==> src/rtl/div_pkg.sv <==
// Shared definitions for the shift-subtract divider: default width, counter width
// and the command priority encoding used by the datapath, control and benches.
package div_pkg;

  parameter int unsigned DIV_WIDTH = 8;
  parameter int unsigned CNT_W     = $clog2(DIV_WIDTH);

  // Ordered by priority: a larger value wins when several commands are raised.
  typedef enum logic [1:0] {
    CmdNone  = 2'd0,
    CmdRight = 2'd1,
    CmdLeft  = 2'd2,
    CmdInit  = 2'd3
  } cmd_e;

  // Collapse the raw command strobes into the single command that takes effect.
  function automatic cmd_e decode_cmd(input logic init, input logic left, input logic right);
    if (init) begin
      return CmdInit;
    end else if (left) begin
      return CmdLeft;
    end else if (right) begin
      return CmdRight;
    end
    return CmdNone;
  endfunction

endpackage

==> src/rtl/divide_datapath_if.sv <==
// Command/status bundle between the divider controller and its datapath.
interface divide_datapath_if
  import div_pkg::*;
#(
  parameter int unsigned WIDTH = DIV_WIDTH
) ();

  logic [WIDTH-1:0] dividend;
  logic [WIDTH-1:0] divisor;
  logic             init;
  logic             left;
  logic             right;
  logic             sub;
  logic             cnt_is_0;
  logic             divisor_is_0;
  logic             dvsr_less_than_dvnd;
  logic             shifted_divisor_MSB;
  logic [WIDTH-1:0] quotient;
  logic [WIDTH-1:0] remainder;

  // Controller side: issues commands and operands, branches on the flags.
  modport master (
    output dividend, divisor, init, left, right, sub,
    input  cnt_is_0, divisor_is_0, dvsr_less_than_dvnd, shifted_divisor_MSB,
    input  quotient, remainder
  );

  // Datapath side.
  modport slave (
    input  dividend, divisor, init, left, right, sub,
    output cnt_is_0, divisor_is_0, dvsr_less_than_dvnd, shifted_divisor_MSB,
    output quotient, remainder
  );

endinterface

==> src/rtl/div_shift_counter.sv <==
// Saturating up/down counter tracking how far the divisor has been normalised.
module div_shift_counter #(
  parameter int unsigned CNT_W = 3
) (
  input  logic             clk_i,
  input  logic             rst_i,
  input  logic             clr_i,
  input  logic             inc_i,
  input  logic             dec_i,
  output logic [CNT_W-1:0] cnt_o,
  output logic             is_zero_o
);

  logic [CNT_W-1:0] cnt_d, cnt_q;

  // Next count: clear wins, then increment, then decrement; both ends saturate.
  always_comb begin
    cnt_d = cnt_q;
    if (clr_i) begin
      cnt_d = '0;
    end else if (inc_i) begin
      if (cnt_q != {CNT_W{1'b1}}) cnt_d = cnt_q + CNT_W'(1);
    end else if (dec_i) begin
      if (cnt_q != '0) cnt_d = cnt_q - CNT_W'(1);
    end
  end

  // Count register, cleared asynchronously.
  always_ff @(posedge clk_i or posedge rst_i) begin
    if (rst_i) begin
      cnt_q <= '0;
    end else begin
      cnt_q <= cnt_d;
    end
  end

  assign cnt_o     = cnt_q;
  assign is_zero_o = (cnt_q == '0);

endmodule

==> src/rtl/divide_datapath.sv <==
// Datapath of the shift-subtract divider: remainder, divisor, quotient and shift
// count registers plus the combinational status flags the controller branches on.
module divide_datapath
  import div_pkg::*;
#(
  parameter int unsigned WIDTH = DIV_WIDTH
) (
  input logic               clk,
  input logic               reset,
  divide_datapath_if.slave  bus
);

  localparam int unsigned CntW = (WIDTH > 2) ? $clog2(WIDTH) : 1;

  logic [WIDTH-1:0] rem_d, rem_q;
  logic [WIDTH-1:0] dvsr_d, dvsr_q;
  logic [WIDTH-1:0] quo_d, quo_q;
  logic             cnt_clr, cnt_inc, cnt_dec;
  logic [CntW-1:0]  cnt;
  logic             cnt_zero;
  cmd_e             cmd;

  assign cmd = decode_cmd(bus.init, bus.left, bus.right);

  // Next-state for the data registers and counter controls from the winning command.
  always_comb begin
    rem_d   = rem_q;
    dvsr_d  = dvsr_q;
    quo_d   = quo_q;
    cnt_clr = 1'b0;
    cnt_inc = 1'b0;
    cnt_dec = 1'b0;
    unique case (cmd)
      CmdInit: begin
        rem_d   = bus.dividend;
        dvsr_d  = bus.divisor;
        quo_d   = '0;
        cnt_clr = 1'b1;
      end
      CmdLeft: begin
        // Stop once the MSB is set so the divisor can never overflow.
        if (!dvsr_q[WIDTH-1]) begin
          dvsr_d  = dvsr_q << 1;
          cnt_inc = 1'b1;
        end
      end
      CmdRight: begin
        quo_d = {quo_q[WIDTH-2:0], bus.sub};
        // Wraps modulo 2^WIDTH if the controller subtracts when it should not.
        if (bus.sub) rem_d = rem_q - dvsr_q;
        dvsr_d  = dvsr_q >> 1;
        cnt_dec = 1'b1;
      end
      default: ;
    endcase
  end

  // Data registers, cleared asynchronously.
  always_ff @(posedge clk or posedge reset) begin
    if (reset) begin
      rem_q  <= '0;
      dvsr_q <= '0;
      quo_q  <= '0;
    end else begin
      rem_q  <= rem_d;
      dvsr_q <= dvsr_d;
      quo_q  <= quo_d;
    end
  end

  div_shift_counter #(
    .CNT_W (CntW)
  ) u_cnt (
    .clk_i     (clk),
    .rst_i     (reset),
    .clr_i     (cnt_clr),
    .inc_i     (cnt_inc),
    .dec_i     (cnt_dec),
    .cnt_o     (cnt),
    .is_zero_o (cnt_zero)
  );

  logic unused_cnt;
  assign unused_cnt = ^cnt;

  assign bus.cnt_is_0            = cnt_zero;
  assign bus.divisor_is_0        = (dvsr_q == '0);
  assign bus.dvsr_less_than_dvnd = (dvsr_q <= rem_q);
  assign bus.shifted_divisor_MSB = dvsr_q[WIDTH-1];
  assign bus.quotient            = quo_q;
  assign bus.remainder           = rem_q;

endmodule

==> src/flat_wrapper.sv <==
// flat-port wrapper written by rule: the top's interface ports become plain ports
module divide_datapath_flat import div_pkg::*;
#(
  parameter int unsigned WIDTH = DIV_WIDTH
)
  (clk, reset, bus_dividend, bus_divisor, bus_init, bus_left, bus_right, bus_sub, bus_cnt_is_0, bus_divisor_is_0, bus_dvsr_less_than_dvnd, bus_shifted_divisor_MSB, bus_quotient, bus_remainder);
  divide_datapath_if #(.WIDTH(WIDTH)) bus_i ();
  input logic clk;
  input logic reset;
  input wire logic [$bits(bus_i.dividend)-1:0] bus_dividend;
  input wire logic [$bits(bus_i.divisor)-1:0] bus_divisor;
  input wire logic [$bits(bus_i.init)-1:0] bus_init;
  input wire logic [$bits(bus_i.left)-1:0] bus_left;
  input wire logic [$bits(bus_i.right)-1:0] bus_right;
  input wire logic [$bits(bus_i.sub)-1:0] bus_sub;
  output wire logic [$bits(bus_i.cnt_is_0)-1:0] bus_cnt_is_0;
  output wire logic [$bits(bus_i.divisor_is_0)-1:0] bus_divisor_is_0;
  output wire logic [$bits(bus_i.dvsr_less_than_dvnd)-1:0] bus_dvsr_less_than_dvnd;
  output wire logic [$bits(bus_i.shifted_divisor_MSB)-1:0] bus_shifted_divisor_MSB;
  output wire logic [$bits(bus_i.quotient)-1:0] bus_quotient;
  output wire logic [$bits(bus_i.remainder)-1:0] bus_remainder;
  assign bus_i.dividend = bus_dividend;
  assign bus_i.divisor = bus_divisor;
  assign bus_i.init = bus_init;
  assign bus_i.left = bus_left;
  assign bus_i.right = bus_right;
  assign bus_i.sub = bus_sub;
  assign bus_cnt_is_0 = bus_i.cnt_is_0;
  assign bus_divisor_is_0 = bus_i.divisor_is_0;
  assign bus_dvsr_less_than_dvnd = bus_i.dvsr_less_than_dvnd;
  assign bus_shifted_divisor_MSB = bus_i.shifted_divisor_MSB;
  assign bus_quotient = bus_i.quotient;
  assign bus_remainder = bus_i.remainder;
  divide_datapath #(.WIDTH(WIDTH)) u_core (.clk(clk), .reset(reset), .bus(bus_i));
endmodule
==> config.mk <==
export PLATFORM = sky130hd
export DESIGN_NAME = divide_datapath_flat
export DESIGN_NICKNAME = d
export VERILOG_FILES = /design/src/rtl/div_pkg.sv /design/src/rtl/divide_datapath_if.sv /design/src/rtl/div_shift_counter.sv /design/src/rtl/divide_datapath.sv /design/src/flat_wrapper.sv
export SDC_FILE = /design/constraint.sdc
export NUM_CORES = 1
export LEC_CHECK = 0
export ABC_AREA = 1
export CAP_MARGIN = 20
export CORE_AREA = 2 2 70 72
export DETAILED_ROUTE_END_ITERATION = 8
export DIE_AREA = 0 0 72 74
export GPL_TIMING_DRIVEN = 0
export PLACE_DENSITY = 0.72
export SYNTH_ARGS = -nofsm -noshare
export SYNTH_HDL_FRONTEND = slang
export SYNTH_HIERARCHICAL = 1
export SYNTH_SLANG_ARGS = --single-unit
==> constraint.sdc <==
create_clock -name clk -period 1.6 [get_ports clk]
set_input_delay 0.24 -clock clk [delete_from_list [all_inputs] [get_ports clk]]
set_output_delay 0.24 -clock clk [all_outputs]
set_load 0.02 [all_outputs]
==> reports/qor.txt <==
Reg2Reg Capture Point - u_core/bus.remainder[4]
Drt pass-1 iters - 4
Remaining Overflow, GRT - 0
Fin crit share - 1.429
Drt first-iter violations - 87
Setup violations, final - 5
H-Tree Depth - 1
Leading cell type in the layout, fill and taps excluded - nand2_1
Yosys reg bits - 27
Crit-path max FO - 2
RR Startpoint - u_core/dvsr_q[0]
Critical Path AT - 2050 ps
Clk sinks - 27
Yosys top cell by area - dfrtp_1
Clock skew - 2.953 ps
Dpl cells - 344
Power Density - 926.9 nW/um^2
Final worst setup slack - -687.1 ps
Remaining DRCs - 0
Initial Utilization - 0.4005
Number of global-route vias before repair - 1808
PortBufs - 41
Yosys cell types - 31
Number of antenna violations at the first check in global routing - 0
FP Rows - 25
Highest clock rate - 437.2 MHz
Setup TNS - -1580 ps
Fin util - 0.5567
Final Non-Filler Cells - 363
Register Area - 676.9 um^2
Worst slew margin - 0.3715
Multi-input logic area - 1036 um^2
Worst-path clk slew - 90 ps
Status - finished with violations
Synth Instances - 249
Drt wl/cell - 12.82 um
Die outline width - 72 um
Fin nets - 342
Lkg Pwr - 0.001244 uW
Nature of the critical path startpoint - flop
Via density - 5.017
Register area share after synthesis - 0.3668
Hold WC Path Type - primary input to async pin
Final hold slack - 148.1 ps
Syn Area/Cell - 7.397 um^2
Element type at the critical path end - output port
RSZ-0062 raised after global routing - true
Max IR drop VDD - 0.0004164 V
Worst Path Required - 1360 ps
Overall Power - 2373 uW
Worst-Skew Late Latency - 280 ps
R2r setup slk - -410 ps
Synth top area share - 0.3668
First-pass GRT wire length - 7.679 mm
Die area - 5328 um^2
DRT antenna net count - 0
Area Overhead vs Synth - 38.99%
Root buffer cell - clkbuf_8
Syn_nets - 281
CTS max path bufs - 2
Gpl congestion - 0.8829
ANT cells - 0
Hold Fails Final Rpt - 0
Largest net degree at the start of global routing - 25
WL final - 4.654 mm
Final Max Slew Viols - 0
Commonest non-fill, non-tap cells in the layout - nand2_1 (61), inv_1 (34), clkdlybuf4s50_1 (32), nor2_1 (29), dfrtp_1 (26)
Die H - 74 um
Violated checks - negative setup slack
Filler cells - 449
Worst reg2reg path depth - 12
MaxCap Viol Count - 0
Ratio of cells with drive above 1 in the final layout - 0.1845
Core Box Area - 4598 um^2
Post-DP HPWL - 3.344 mm
Total Routing Usage GR - 0.1821
Ys Warns - 6
I/O Pins - 42
Via count - 1821
Crit Path Category - flop to output port
Tmin final - 2287 ps
Main area contributors after synthesis - dfrtp_1 (37%), nand2_1 (13%), inv_1 (7.7%)
CTS tree - done
Netlist Area Pre-Place - 1842 um^2
CTS buffer count - 3
Worst slew pin tran - 941.7 ps
==> sequential cells by signal, indices dropped and copies added (netlist names) <==
register / cells
u_core/bus.remainder: 8
u_core/u_cnt/cnt_o: 3
u_core/bus.quotient: 8
u_core/dvsr_q: 8
==> synthesized netlist by cell type, drive strengths merged <==
library cell,n
a21oi,13
a22oi,1
a31oi,8
buf,3
clkbuf,1
dfrtp,27
fa,2
ha,8
inv,41
nand2,70
nand3,15
nand3b,2
nand4,1
nor2,33
nor3,1
o211ai,1
o21ai,10
o21bai,1
o22ai,7
or2,2
xnor2,1
xor2,1
==> area by class of cell <==
cell class              instances  area share
plain buffers                   4     0.01906
multi-input cells             177      0.4047
repair buffers                 56      0.2048
inverters                      41     0.06305
flip-flops and latches         27      0.2644
well taps                      54     0.02639
clock buffers                   4     0.01760
==> how the worst max path moves through the flow <==
stage / from / endpoint / slack, ps / depth (start not counted)
after detailed placement: u_core/bus.remainder[0] / bus_dvsr_less_than_dvnd / -800 / 11
after CTS: u_core/bus.remainder[0] / bus_dvsr_less_than_dvnd / -630 / 11
after global routing: u_core/bus.remainder[0] / bus_dvsr_less_than_dvnd / -790 / 11
after floorplan: u_core/bus.remainder[0] / bus_dvsr_less_than_dvnd / -240 / 10
after global placement: u_core/bus.remainder[0] / bus_dvsr_less_than_dvnd / -770 / 11
final: u_core/bus.remainder[0] / bus_dvsr_less_than_dvnd / -690 / 11
==> critical path, cell delays in order, from the launching register on <==
cell and delay [ps]:
dfrtp_2 420, inv_2 70, ha_4 120, inv_2 30, fa_2 350, nand2_2 90
nand2_1 60, nand3b_1 140, nand2_2 100, a21oi_4 190, o21bai_4 60, buf_6 130
==> power breakdown <==
part	switching (uW)	internal (uW)
clock	218	179
combinational	606	523
sequential	84.8	762
==> through the flow <==
step                      instance area [um^2]  setup slack (ps)
after detailed placement                  2354            -796.4
after global placement                    2354            -773.7
after global routing                      2560            -792.7
after floorplan                           1876            -235.6
after CTS                                 2469            -631.7
final                                     2560            -687.1
==> kinds of logic (layout without fill, tap and decap cells) <==
group / after synthesis / count (layout) / synth area share
flops: 27 / 27 / 0.3668
xor+xnor: 2 / 2 / 0.009513
buf+inv: 45 / 105 / 0.1141
fa+ha+maj: 10 / 10 / 0.07609
simple gates: 124 / 124 / 0.3016
compound gates: 41 / 41 / 0.1318
==> routing by layer <==
metal,track usage,vias up,part of all wire
met5,0,-,0
met3,0.02575,11,0.040
li1,-,927,-
met4,0.07547,0,0.020
met1,0.2314,835,0.45
met2,0.3138,48,0.49
==> timing repair <==
action,4_1_cts,5_1_grt
setup buffers,9,6
pin swaps,7,3
endpoints found under the setup margin,11,12
gates resized for setup,18,15
hold buffers,0,0
gates cloned,0,0
(Power assumes the default switching activity.)
